**config.mk**
```make
export PLATFORM = sky130hd
export DESIGN_NAME = hazard_ctrl_flat
export DESIGN_NICKNAME = d
export VERILOG_FILES = /design/src/rtl/hazard_ctrl_pkg.sv /design/src/rtl/hazard_ctrl_if.sv /design/src/rtl/hazard_ctrl_fwd_sel.sv /design/src/rtl/hazard_ctrl.sv /design/src/flat_wrapper.sv
export SDC_FILE = /design/constraint.sdc
export NUM_CORES = 1
export LEC_CHECK = 0
export ABC_AREA = 1
export CELL_PAD_IN_SITES_DETAIL_PLACEMENT = 0
export CELL_PAD_IN_SITES_GLOBAL_PLACEMENT = 2
export CORE_UTILIZATION = 26
export CTS_BUF_LIST = sky130_fd_sc_hd__clkbuf_8
export DETAILED_ROUTE_END_ITERATION = 10
export PLACE_DENSITY_LB_ADDON = 0.15
export SLEW_MARGIN = 5
export SYNTH_ARGS = -nofsm -noshare
export SYNTH_HDL_FRONTEND = slang
export SYNTH_HIERARCHICAL = 1
export SYNTH_SLANG_ARGS = --single-unit
export TNS_END_PERCENT = 1
```
**constraint.sdc**
```tcl
create_clock -name clk -period 2.1 [get_ports clk]
set_input_delay 0.21 -clock clk [delete_from_list [all_inputs] [get_ports clk]]
set_output_delay 0.21 -clock clk [all_outputs]
set_load 0.1 [all_outputs]
```
**src/rtl/hazard_ctrl_pkg.sv**
```systemverilog
// Shared types for the pipeline hazard/forwarding controller:
// operand-forward select encodings and the stall FSM state type.
package hazard_pkg;

  localparam logic [1:0] FWD_RF  = 2'b00;
  localparam logic [1:0] FWD_WB  = 2'b01;
  localparam logic [1:0] FWD_MEM = 2'b10;

  // Wide enough for LOAD_LAT-1 with LOAD_LAT up to 15
  localparam int REMAIN_W = 4;

  typedef enum logic {
    RUN   = 1'b0,
    STALL = 1'b1
  } state_e;

endpackage

```
**src/rtl/hazard_ctrl_if.sv**
```systemverilog
// Pipeline-side view of the hazard controller: stage register addresses and
// control bits in, stall/flush/forward controls and perf counters out.
interface hazard_ctrl_if #(
  parameter int AW    = 5,
  parameter int CNT_W = 32
);
  logic [AW-1:0]    id_rs, id_rt;
  logic             id_use_rs, id_use_rt, jump;
  logic [AW-1:0]    ex_rs, ex_rt, ex_rd;
  logic             ex_regwrite, ex_memread, branch_taken;
  logic [AW-1:0]    mem_rd;
  logic             mem_regwrite, mem_memread;
  logic [AW-1:0]    wb_rd;
  logic             wb_regwrite;
  logic             perf_clr;
  logic             pc_stall, if_id_stall, id_ex_bubble;
  logic             if_id_flush, id_ex_flush;
  logic [1:0]       fwd_a, fwd_b;
  logic [CNT_W-1:0] stall_cnt, flush_cnt;

  modport master (
    output id_rs, id_rt, id_use_rs, id_use_rt, jump,
           ex_rs, ex_rt, ex_rd, ex_regwrite, ex_memread, branch_taken,
           mem_rd, mem_regwrite, mem_memread, wb_rd, wb_regwrite, perf_clr,
    input  pc_stall, if_id_stall, id_ex_bubble, if_id_flush, id_ex_flush,
           fwd_a, fwd_b, stall_cnt, flush_cnt
  );

  modport slave (
    input  id_rs, id_rt, id_use_rs, id_use_rt, jump,
           ex_rs, ex_rt, ex_rd, ex_regwrite, ex_memread, branch_taken,
           mem_rd, mem_regwrite, mem_memread, wb_rd, wb_regwrite, perf_clr,
    output pc_stall, if_id_stall, id_ex_bubble, if_id_flush, id_ex_flush,
           fwd_a, fwd_b, stall_cnt, flush_cnt
  );
endinterface

```
**src/rtl/hazard_ctrl_fwd_sel.sv**
```systemverilog
// Single-operand forward selector: the younger MEM result beats WB, loads in
// MEM cannot forward, and register 0 never matches.
module fwd_sel
  import hazard_pkg::*;
#(
  parameter int AW = 5
) (
  input  logic [AW-1:0] src,
  input  logic [AW-1:0] mem_rd,
  input  logic          mem_regwrite,
  input  logic          mem_memread,
  input  logic [AW-1:0] wb_rd,
  input  logic          wb_regwrite,
  output logic [1:0]    sel
);

  always_comb begin
    sel = FWD_RF;
    if (mem_regwrite && !mem_memread && (mem_rd != '0) && (mem_rd == src))
      sel = FWD_MEM;
    else if (wb_regwrite && (wb_rd != '0) && (wb_rd == src))
      sel = FWD_WB;
  end

endmodule

```
**src/rtl/hazard_ctrl.sv**
```systemverilog
// Hazard and forwarding controller for the five-stage pipeline: load-use
// stalls stretched to LOAD_LAT cycles, branch/jump flushes, perf counters.
module hazard_ctrl
  import hazard_pkg::*;
#(
  parameter int AW       = 5,
  parameter int LOAD_LAT = 1,
  parameter int CNT_W    = 32
) (
  input logic         clk,
  input logic         rst,
  hazard_ctrl_if.slave hif
);

  state_e              state_q, state_d;
  logic [REMAIN_W-1:0] remain_q, remain_d;
  logic                luh;
  logic                stall;
  logic [1:0]          fwd_a_raw, fwd_b_raw;
  logic [CNT_W-1:0]    stall_cnt_q, flush_cnt_q;

  assign luh = hif.ex_memread && hif.ex_regwrite && (hif.ex_rd != '0) &&
               ((hif.id_use_rs && (hif.id_rs == hif.ex_rd)) ||
                (hif.id_use_rt && (hif.id_rt == hif.ex_rd)));

  // A taken branch squashes everything younger, so it also kills any stall
  always_comb begin
    state_d  = state_q;
    remain_d = remain_q;
    stall    = 1'b0;
    if (hif.branch_taken) begin
      state_d  = RUN;
      remain_d = '0;
    end else begin
      case (state_q)
        RUN: begin
          if (luh) begin
            stall = 1'b1;
            if (LOAD_LAT > 1) begin
              state_d  = STALL;
              remain_d = REMAIN_W'(LOAD_LAT - 1);
            end
          end
        end
        STALL: begin
          stall    = 1'b1;
          remain_d = remain_q - REMAIN_W'(1);
          if (remain_q == REMAIN_W'(1))
            state_d = RUN;
        end
        default: begin
          state_d  = RUN;
          remain_d = '0;
        end
      endcase
    end
  end

  always_ff @(posedge clk) begin
    if (rst) begin
      state_q     <= RUN;
      remain_q    <= '0;
      stall_cnt_q <= '0;
      flush_cnt_q <= '0;
    end else begin
      state_q  <= state_d;
      remain_q <= remain_d;
      if (hif.perf_clr)
        stall_cnt_q <= '0;
      else if (stall && (stall_cnt_q != '1))
        stall_cnt_q <= stall_cnt_q + CNT_W'(1);
      if (hif.perf_clr)
        flush_cnt_q <= '0;
      else if (hif.branch_taken && (flush_cnt_q != '1))
        flush_cnt_q <= flush_cnt_q + CNT_W'(1);
    end
  end

  fwd_sel #(.AW(AW)) u_fwd_a (
    .src          (hif.ex_rs),
    .mem_rd       (hif.mem_rd),
    .mem_regwrite (hif.mem_regwrite),
    .mem_memread  (hif.mem_memread),
    .wb_rd        (hif.wb_rd),
    .wb_regwrite  (hif.wb_regwrite),
    .sel          (fwd_a_raw)
  );

  fwd_sel #(.AW(AW)) u_fwd_b (
    .src          (hif.ex_rt),
    .mem_rd       (hif.mem_rd),
    .mem_regwrite (hif.mem_regwrite),
    .mem_memread  (hif.mem_memread),
    .wb_rd        (hif.wb_rd),
    .wb_regwrite  (hif.wb_regwrite),
    .sel          (fwd_b_raw)
  );

  // A jump held in ID during a stall is still present once the stall ends
  assign hif.pc_stall     = !rst && stall;
  assign hif.if_id_stall  = !rst && stall;
  assign hif.id_ex_bubble = !rst && stall;
  assign hif.if_id_flush  = !rst && (hif.branch_taken || (hif.jump && !stall));
  assign hif.id_ex_flush  = !rst && hif.branch_taken;
  assign hif.fwd_a        = rst ? FWD_RF : fwd_a_raw;
  assign hif.fwd_b        = rst ? FWD_RF : fwd_b_raw;
  assign hif.stall_cnt    = stall_cnt_q;
  assign hif.flush_cnt    = flush_cnt_q;

endmodule
```
**src/flat_wrapper.sv**
```systemverilog
// flat-port wrapper written by rule: the top's interface ports become plain ports
module hazard_ctrl_flat import hazard_pkg::*;
#(
  parameter int AW       = 5,
  parameter int LOAD_LAT = 1,
  parameter int CNT_W    = 32
)
  (clk, rst, hif_id_rs, hif_id_rt, hif_id_use_rs, hif_id_use_rt, hif_jump, hif_ex_rs, hif_ex_rt, hif_ex_rd, hif_ex_regwrite, hif_ex_memread, hif_branch_taken, hif_mem_rd, hif_mem_regwrite, hif_mem_memread, hif_wb_rd, hif_wb_regwrite, hif_perf_clr, hif_pc_stall, hif_if_id_stall, hif_id_ex_bubble, hif_if_id_flush, hif_id_ex_flush, hif_fwd_a, hif_fwd_b, hif_stall_cnt, hif_flush_cnt);
  hazard_ctrl_if #(.AW(AW), .CNT_W(CNT_W)) hif_i ();
  input logic clk;
  input logic rst;
  input wire logic [$bits(hif_i.id_rs)-1:0] hif_id_rs;
  input wire logic [$bits(hif_i.id_rt)-1:0] hif_id_rt;
  input wire logic [$bits(hif_i.id_use_rs)-1:0] hif_id_use_rs;
  input wire logic [$bits(hif_i.id_use_rt)-1:0] hif_id_use_rt;
  input wire logic [$bits(hif_i.jump)-1:0] hif_jump;
  input wire logic [$bits(hif_i.ex_rs)-1:0] hif_ex_rs;
  input wire logic [$bits(hif_i.ex_rt)-1:0] hif_ex_rt;
  input wire logic [$bits(hif_i.ex_rd)-1:0] hif_ex_rd;
  input wire logic [$bits(hif_i.ex_regwrite)-1:0] hif_ex_regwrite;
  input wire logic [$bits(hif_i.ex_memread)-1:0] hif_ex_memread;
  input wire logic [$bits(hif_i.branch_taken)-1:0] hif_branch_taken;
  input wire logic [$bits(hif_i.mem_rd)-1:0] hif_mem_rd;
  input wire logic [$bits(hif_i.mem_regwrite)-1:0] hif_mem_regwrite;
  input wire logic [$bits(hif_i.mem_memread)-1:0] hif_mem_memread;
  input wire logic [$bits(hif_i.wb_rd)-1:0] hif_wb_rd;
  input wire logic [$bits(hif_i.wb_regwrite)-1:0] hif_wb_regwrite;
  input wire logic [$bits(hif_i.perf_clr)-1:0] hif_perf_clr;
  output wire logic [$bits(hif_i.pc_stall)-1:0] hif_pc_stall;
  output wire logic [$bits(hif_i.if_id_stall)-1:0] hif_if_id_stall;
  output wire logic [$bits(hif_i.id_ex_bubble)-1:0] hif_id_ex_bubble;
  output wire logic [$bits(hif_i.if_id_flush)-1:0] hif_if_id_flush;
  output wire logic [$bits(hif_i.id_ex_flush)-1:0] hif_id_ex_flush;
  output wire logic [$bits(hif_i.fwd_a)-1:0] hif_fwd_a;
  output wire logic [$bits(hif_i.fwd_b)-1:0] hif_fwd_b;
  output wire logic [$bits(hif_i.stall_cnt)-1:0] hif_stall_cnt;
  output wire logic [$bits(hif_i.flush_cnt)-1:0] hif_flush_cnt;
  assign hif_i.id_rs = hif_id_rs;
  assign hif_i.id_rt = hif_id_rt;
  assign hif_i.id_use_rs = hif_id_use_rs;
  assign hif_i.id_use_rt = hif_id_use_rt;
  assign hif_i.jump = hif_jump;
  assign hif_i.ex_rs = hif_ex_rs;
  assign hif_i.ex_rt = hif_ex_rt;
  assign hif_i.ex_rd = hif_ex_rd;
  assign hif_i.ex_regwrite = hif_ex_regwrite;
  assign hif_i.ex_memread = hif_ex_memread;
  assign hif_i.branch_taken = hif_branch_taken;
  assign hif_i.mem_rd = hif_mem_rd;
  assign hif_i.mem_regwrite = hif_mem_regwrite;
  assign hif_i.mem_memread = hif_mem_memread;
  assign hif_i.wb_rd = hif_wb_rd;
  assign hif_i.wb_regwrite = hif_wb_regwrite;
  assign hif_i.perf_clr = hif_perf_clr;
  assign hif_pc_stall = hif_i.pc_stall;
  assign hif_if_id_stall = hif_i.if_id_stall;
  assign hif_id_ex_bubble = hif_i.id_ex_bubble;
  assign hif_if_id_flush = hif_i.if_id_flush;
  assign hif_id_ex_flush = hif_i.id_ex_flush;
  assign hif_fwd_a = hif_i.fwd_a;
  assign hif_fwd_b = hif_i.fwd_b;
  assign hif_stall_cnt = hif_i.stall_cnt;
  assign hif_flush_cnt = hif_i.flush_cnt;
  hazard_ctrl #(.AW(AW), .LOAD_LAT(LOAD_LAT), .CNT_W(CNT_W)) u_core (.clk(clk), .rst(rst), .hif(hif_i));
endmodule
```
### Word level (Yosys, flattened, before mapping)

Index checks and enable logic that the tools add are counted.
Widths: inputs -> output; s select.

* word-level logic and storage cells: 56
* input port bits: 47
* register bits after elaboration: 69
* output and inout port bits: 73

* reductions and logical operators: 29
* bitwise gates (word level): 1
* eq/ne operators: 9
* add/subtract/negate cells: 3
* mux-type cells: 10

Operators by type and width (count)
* $add 32x1->32 const B: 2
* $ne 32x32->1 const B: 2
* $eq 5x5->1: 6
* $logic_and 1x1->1: 18
* $reduce_bool 5->1: 3
* $mux 2: 4
* $mux 1: 5
* $eq 4x1->1 const B: 1
* $reduce_or 2->1: 2
* $sub 4x1->4 const B: 1
* $logic_not 1->1: 3
* $reduce_or 3->1: 1
* $logic_or 1x1->1: 2
* $pmux 1 s2: 1
* $not 1->1: 1

### Logic depth before layout (Yosys ltp)

Gate-level depths: netlist of the first run.

* word-level depth: 11
* depth in mapped cells: 13
* mapped depth without buffers: 12

### By module

The synthesis of the first run kept the hierarchy.

Modules (own cells, without submodules)
* hazard_ctrl: cells each 782, times used 1, sequential area each 1381.3 µm², area each 4763.3 µm²
* fwd_sel: cells each 58, times used 2, sequential area each 0.0 µm², area each 229.0 µm²

### Worst setup path after synthesis of the first run

OpenSTA, ideal clock, no wires.

* kind: input port to output port
* start point: input hif_ex_rd[3]
* end point: output hif_if_id_stall
* slack: -0.910 ns
* data arrival time: 2.800 ns
* cell stages on the path: 12
* cells stage by stage: inv_1 nand2_1 nand2_1 nor2_1 nand3_1 nand2_1 nand2_1 nand2_2 buf_2 nand2_1 nor2_1 buf_4

* cells in the longest elaborated chain, start to end: 8

RTL lines
* from (decl): line flat_wrapper.sv:19 `input wire logic [$bits(hif_i.ex_rd)-1:0] hif_ex_rd;`
* $eq 5x5->1 (on tied branches): line hazard_ctrl.sv:23, hazard_ctrl.sv:24
* $logic_and 1x1->1 (on tied branches): line hazard_ctrl.sv:23, hazard_ctrl.sv:24
* $logic_or 1x1->1: line hazard_ctrl.sv:23 `((hif.id_use_rs && (hif.id_rs == hif.ex_rd)) ||`
* $logic_and 1x1->1 *: line hazard_ctrl.sv:22 `assign luh = hif.ex_memread && hif.ex_regwrite && (hif.ex_rd != '0) &&`
* $mux 1 *: line hazard_ctrl.sv:37 `if (luh) begin`
* $pmux 1 s2 *: line hazard_ctrl.sv:35 `case (state_q)`
* $mux 1 *: line hazard_ctrl.sv:31 `if (hif.branch_taken) begin`
* $logic_and 1x1->1 *
* to (decl): line flat_wrapper.sv:30 `output wire logic [$bits(hif_i.if_id_stall)-1:0] hif_if_id_stall;`

Every way passes the cells marked *; elsewhere a longest branch is shown, timed or not.

### Worst setup path after layout of the first run

* start point: register u_core.stall_cnt_q[0], in the netlist u_core/hif.stall_cnt[0]
* end point: register u_core.stall_cnt_q[8], in the netlist u_core/hif.stall_cnt[8]

* cells in the longest elaborated chain, start to end: 2

RTL lines
* from (decl): line hazard_ctrl.sv:20 `logic [CNT_W-1:0] stall_cnt_q, flush_cnt_q;`
* from (signal assigned): line hazard_ctrl.sv:71 `stall_cnt_q <= stall_cnt_q + CNT_W'(1);`
* branches (longest 2 deep; another with $add 32x1->32)

Parallel ways; which one is timed is not known.
A chain may end at the register's enable or synchronous reset.

==> results of run 1 <==
## flip-flops by register name, summed over array words and instances (netlist names)
| register | cells |
|---|---|
| u_core/hif.flush_cnt | 32 |
| u_core/hif.stall_cnt | 32 |
| u_core/remain_q | 4 |
| u_core/state_q | 1 |
## cell type report
type,count,area [µm²],share of cell area
Multi-Input combinational cell,686,3260,0.459
Inverter,117,442,0.0623
Tap cell,265,332,0.0468
Clock buffer,9,124,0.0175
Sequential cell,69,1430,0.202
Clock inverter,7,90.1,0.0127
Timing Repair Buffer,148,1410,0.199
## worst min path at each step
stage | endpoint | cells past startpoint
floorplan | u_core/hif.flush_cnt[28] | 2
global placement | u_core/hif.flush_cnt[6] | 2
detailed placement | u_core/hif.flush_cnt[6] | 2
CTS | u_core/hif.flush_cnt[6] | 2
global route | u_core/hif.flush_cnt[6] | 2
finish | u_core/hif.flush_cnt[6] | 2
## synthesized netlist by cell type, drive strengths merged
library cell	number	area (µm²)
a211oi	1	7.51
a311oi	1	8.76
dfxtp	69	1380
buf	17	131
nand2	326	1270
a21oi	54	312
xnor2	6	52.6
nand3	40	225
o211a	1	10.0
nor4	1	6.26
nor3	15	75.1
ha	4	50.1
nand4	39	244
inv	117	442
nand3b	7	52.6
or2	2	12.5
o21ai	10	50.1
nor2	153	636
a31oi	1	6.26
xor2	25	219
clkbuf	9	33.8
## power by group
part           switching (mW)  total, mW  internal [mW]
Clock                   0.587       1.25          0.665
Sequential            0.00252       1.31           1.31
Combinational           0.213      0.367          0.155
Total                   0.802       2.93           2.13
## per-stage QoR
stage	hold slack [ps]	utilization
2_1_floorplan	401	-
3_3_place_gp	470	0.350
3_5_place_dp	470	0.350
4_1_cts	484	0.361
5_1_grt	497	0.362
6_report	483	0.362
## worst max-delay path, stage by stage (launching register included)
cell	delay [ps]
dfxtp_2	350
ha_1	240
nand2_2	120
nor2_4	150
nand2_4	90
nor2_8	130
nand3_4	210
nand3_4	260
buf_12	150
nand2_1	50
a21oi_1	120
## layer usage
metal | vias up | share of wire | track usage
met5 | - | 0 | 0
met4 | 0 | 0.0066 | 0.0319
met3 | 9 | 0.027 | 0.0357
met2 | 77 | 0.48 | 0.291
met1 | 2506 | 0.49 | 0.225
li1 | 3058 | - | -
## logic make-up (layout without fill, tap and decap cells)
logic type	count (synthesis)	count (layout)
simple gates	583	583
buf+inv	143	281
compound gates	68	68
fa+ha+maj	4	4
xor+xnor	31	31
flops	69	69
## repair_timing
item	in CTS	in global routing
pin swaps	1	1
endpoints found under the setup margin	1	5
buffers inserted	0	1
resized for setup	2	6
==> summary.md, run 1 <==
| Metric | Value |
|---|---|
| Status | finished clean |
| Initial antenna violation count | 0 |
| Startpoint type of the worst setup path | register |
| Number of global-route vias before repair | 5334 |
| Seq/Total Area, Yosys | 0.265 |
| Yosys warning count | 6 |
| Chip width | 144 µm |
| Number of max-cap violations | 0 |
| Die area | 20700 µm² |
| Worst setup path endpoint | u_core/hif.stall_cnt[8] |
| Most frequent cells in the layout | nand2_1 (310), nor2_1 (140), inv_1 (108), buf_4 (87), a21oi_1 (44) |
| FP Rows | 51 |
| RSZ-0062 raised after global routing | no |
| Clock Tree Root | clkbuf_8 |
| Fin crit share | 0.920 |
| Type of destination of the critical path | register |
| Initial DRC Count | 219 |
| Pin count of the biggest net entering global routing | 34 |
| Launch point of the worst path | u_core/hif.stall_cnt[0] |
| Drt total wl | 17100 µm |
| Arrival time worst endpoint | 2230 ps |
| Gr ovfl total | 0 |
| Min cycle time layout | 1930 ps |
| Post-synth cell types | 35 |
| P&R area growth vs syn | 35.8% |
| Worst hold path class | register to register |
| Pre-CTS WS | 2.53 ps |
| FF-to-FF setup slack | 170 ps |
| Worst IR Drop VDD | 0.242 mV |
| Avg Cell Area, Syn | 5.81 µm² |
| Placed instance count | 1284 |
| Most common cell after layout, fill and taps aside | nand2_1 |
| Post-Synth Simple-Gate Area | 0.482 |
| Slew Limit Fails | 0 |
| Buffers on Ports | 119 |
| Layout fillers | 2247 |
| TritonCTS Buffers | 9 |
| Mapped Cells | 898 |
| Final HPWL DP | 13600 µm |
| Pwr dens | 413 nW/µm² |
| Mapped Nets | 949 |
| Worst-Skew Late Latency | 370 ps |
| Starting density of the core | 0.267 |
| Total track usage | 0.172 |
| CTS tree | done |
| Final worst slack | 169 ps |
| Worst-margin pin slew | 426 ps |
| Xor and xnor fraction of the mapped netlist area | 0.0520 |
| Final TNS setup | 0 ps |
| Final std cells w/o fill | 1301 |
| Largest family of logic cells by synthesized area | simple AND/OR/NAND/NOR gates |
| WS Path Type | register to register |
| Routability congestion estimate | 0.807 |
| DR DRC count | 0 |
| Achievable Freq | 518 MHz |
| Clock sink total | 69 |
| H-tree depth | 3 |
| FF-to-FF End | u_core/hif.stall_cnt[8] |
| Routed via count | 5650 |
| Pwr Total | 2.93 mW |
| Final #Nets | 1082 |
| Post-synthesis register bit count | 69 |
| CP Max Fanout | 15 |
| Slew margin rel. | 0.714 |
| First-pass GRT wire length | 27500 µm |
| Die H | 144 µm |
| Boundary Pins | 120 |
| N_diodes | 0 |
| R2r worst-path depth | 10 |
| Antenna Nets Post-Route | 0 |
| Hold buffer count at cts | 0 |
| Final number of hold-violating endpoints | 0 |
| DR WL/cell | 13.1 µm |
| Final setup fails | 0 |
| DR pass1 iterations | 5 |
| Compound-Gate Fraction of Synth Area | 0.0755 |
| LEAKAGE | 2.99 nW |
| Placeable Area | 19600 µm² |
| Clock Skews | 8.09 ps |
| RR Startpoint | u_core/hif.stall_cnt[0] |
| Post-route cell area | 7090 µm² |
| CTS clk-pin slew, worst paths | 80 ps |
| CP Data Required Time | 2390 ps |
| Hold Path Origin | u_core/hif.flush_cnt[6] |
| Post-Syn Area | 5220 µm² |
| Routed vias/inst | 4.34 |
| Mux cell area share after synthesis | 0 |
| Adder-cell share of the synthesized area | 0.00959 |
| Placed Area | 6850 µm² |
| Share of layout cells above drive strength 1 | 0.203 |
| Clock buffer depth | 2 |
Power figures use the tool's default switching activity.
==> run 2, diff against run 1 <==
--- a/config.mk
+++ b/config.mk
@@ -8,7 +8,7 @@
 export ABC_AREA = 1
 export CELL_PAD_IN_SITES_DETAIL_PLACEMENT = 0
 export CELL_PAD_IN_SITES_GLOBAL_PLACEMENT = 2
-export CORE_UTILIZATION = 26
+export CORE_UTILIZATION = 28
 export CTS_BUF_LIST = sky130_fd_sc_hd__clkbuf_8
 export DETAILED_ROUTE_END_ITERATION = 10
 export PLACE_DENSITY_LB_ADDON = 0.15
==> constraint.sdc (replaced) <==
create_clock -name clk -period 2.5 [get_ports clk]
set_input_delay 0.25 -clock clk [delete_from_list [all_inputs] [get_ports clk]]
set_output_delay 0.25 -clock clk [all_outputs]
set_load 0.1 [all_outputs]
==> run 2 against run 1 <==
Effect of this change:
- the run now ends with design-rule violations left
- via count is 0.48% lower
- sequential share of layout area barely moved
- flip-flop and latch count unchanged
- clock skew decreased by 3.6 ps
- combinational power shrank 18%
- setup slack better by 120 ps
- total power down 16%
- global-route usage rose by 1.0 points
- clock power fell by 16%
- die area shrank 7.0%
- critical endpoint is now hif_pc_stall
==> summary.md, run 2 (same netlist as run 1, synthesis figures left out) <==
| Metric | Value |
|---|---|
| Post-CTS Setup Bufs | 0 |
| Cell-internal power | 1.78 mW |
| Routability congestion estimate | 0.792 |
| Launch point of the worst path | hif_ex_rd[4] |
| DR pass1 iterations | 7 |
| Startpoint type of the worst setup path | input port |
| RR Startpoint | u_core/hif.stall_cnt[1] |
| CTS clk-pin slew, worst paths | 80 ps |
| Final setup fails | 0 |
| WS Path Type | input port to output port |
| Clock buffer depth | 2 |
| LEAKAGE | 2.85 nW |
| P&R area growth vs syn | 30.8% |
| Logic pwr share | 0.123 |
| Slew Limit Fails | 0 |
| Pre-CTS WS | 145 ps |
| Type of destination of the critical path | output port |
| Pwr dens | 359 nW/µm² |
| Final worst slack | 292 ps |
| Boundary Pins | 120 |
| Die area | 19200 µm² |
| Routed vias/inst | 4.49 |
| FF-to-FF End | u_core/hif.stall_cnt[9] |
| Most common cell after layout, fill and taps aside | nand2_1 |
| N_diodes | 0 |
| Most frequent cells in the layout | nand2_1 (311), nor2_1 (141), inv_1 (108), buf_4 (78), dfxtp_1 (69) |
| CP Max Fanout | 3 |
| Number of global-route vias before repair | 5318 |
| Fin crit share | 0.883 |
| Clock Skews | 4.48 ps |
| Share of layout cells above drive strength 1 | 0.151 |
| Clock sink total | 69 |
| Failing checks | design-rule violations |
| Hold buffer count at cts | 0 |
| Achievable Freq | 453 MHz |
| Initial antenna violation count | 0 |
| Arrival time worst endpoint | 1960 ps |
| Hold Path Origin | u_core/hif.flush_cnt[31] |
| Worst IR Drop VDD | 0.196 mV |
| DR DRC count | 12 |
| H-tree depth | 3 |
| Drt total wl | 16900 µm |
| Worst-margin pin slew | 995 ps |
| CTS tree | done |
| FP Rows | 49 |
| Worst-Skew Late Latency | 370 ps |
| Pin count of the biggest net entering global routing | 49 |
| Total track usage | 0.182 |
| Die H | 139 µm |
| Placeable Area | 18100 µm² |
| Gr ovfl total | 0 |
| Clock power frac | 0.428 |
| Routed via count | 5623 |
| Switching Share | 0.273 |
| R2r worst-path depth | 9 |
| Number of gates resized after CTS | 0 |
| Final HPWL DP | 13000 µm |
| Status | complete, but fails checks |
| First-pass GRT wire length | 27700 µm |
| Worst setup path endpoint | hif_pc_stall |
| Buffers on Ports | 119 |
| Sw power | 670 µW |
| Antenna Nets Post-Route | 0 |
| RSZ-0062 raised after global routing | no |
| Worst-path cell chain | clkdlybuf4s50_1 > inv_1 > nand2_1 > nand2_1 > nor2_1 > nand3_1 > nand2_1 > nand2_1 > nand2_2 > nand2_1 > nor2_2 > buf_12 |
| Clock Tree Root | clkbuf_8 |
| Slew margin rel. | 0.336 |
| Critical Path Slowest Stage Cell | clkdlybuf4s50_1 |
| Chip width | 139 µm |
| Placed Area | 6620 µm² |
| TritonCTS Buffers | 9 |
| Final number of hold-violating endpoints | 0 |
| Post-route cell area | 6830 µm² |
| Number of max-cap violations | 0 |
| FF-to-FF setup slack | 370 ps |
| Final #Nets | 1069 |
| Worst hold path class | register to register |
| Initial DRC Count | 238 |
| CP Data Required Time | 2250 ps |
| Register share of total power | 0.449 |
| Max incr delay on CP | 490 ps |
| CP dominant cell by count | nand2_1 |
| Starting density of the core | 0.288 |
| Min cycle time layout | 2210 ps |
| DR WL/cell | 13.5 µm |
[run 2: through the flow]
stage | util | setup TNS, ps | cells | hold WS [ps] | total power [mW]
global route | 0.376 | 0 | 1252 | 508 | 2.58
finish | 0.376 | 0 | 1252 | 488 | 2.45
floorplan | - | -158 | 898 | 441 | 1.28
CTS | 0.376 | 0 | 1252 | 492 | 2.50
detailed placement | 0.365 | 0 | 1236 | 477 | 1.43
global placement | 0.365 | 0 | 1236 | 478 | 1.43
[run 2: power groups by stage]
stage | registers [mW] | clock network [mW] | logic, mW
after floorplan | 1.14 | 0 | 0.146
after global placement | 1.13 | 0 | 0.304
after detailed placement | 1.13 | 0 | 0.304
after CTS | 1.10 | 1.10 | 0.305
after global routing | 1.10 | 1.15 | 0.334
final | 1.10 | 1.05 | 0.301
[run 2: area by class of cell]
class	count	area, µm²
clock inverters	7	90.1
fillers	2056	11300
flip-flops and latches	69	1380
clock buffers	9	124
inverters	117	442
repair buffers	135	1270
multi-input cells	686	3240
well taps	229	287
[run 2: per-layer routing]
metal / up-vias / track usage / part of all wire
li1: 3038 / - / -
met1: 2501 / 0.234 / 0.49
met2: 74 / 0.313 / 0.48
met3: 10 / 0.0373 / 0.029
met4: 0 / 0.0367 / 0.0065
met5: - / 0 / 0
[run 2: worst min path at each step]
stage,endpoint,cells after the start
floorplan,u_core/hif.flush_cnt[28],2
global placement,u_core/hif.flush_cnt[31],2
detailed placement,u_core/remain_q[2],2
CTS,u_core/remain_q[2],2
global route,u_core/remain_q[2],2
finish,u_core/hif.flush_cnt[31],2
[run 2: critical path, delay by kind of cell]
family	cells	cell delay, ps
buf+inv	3	790
simple gates	9	930
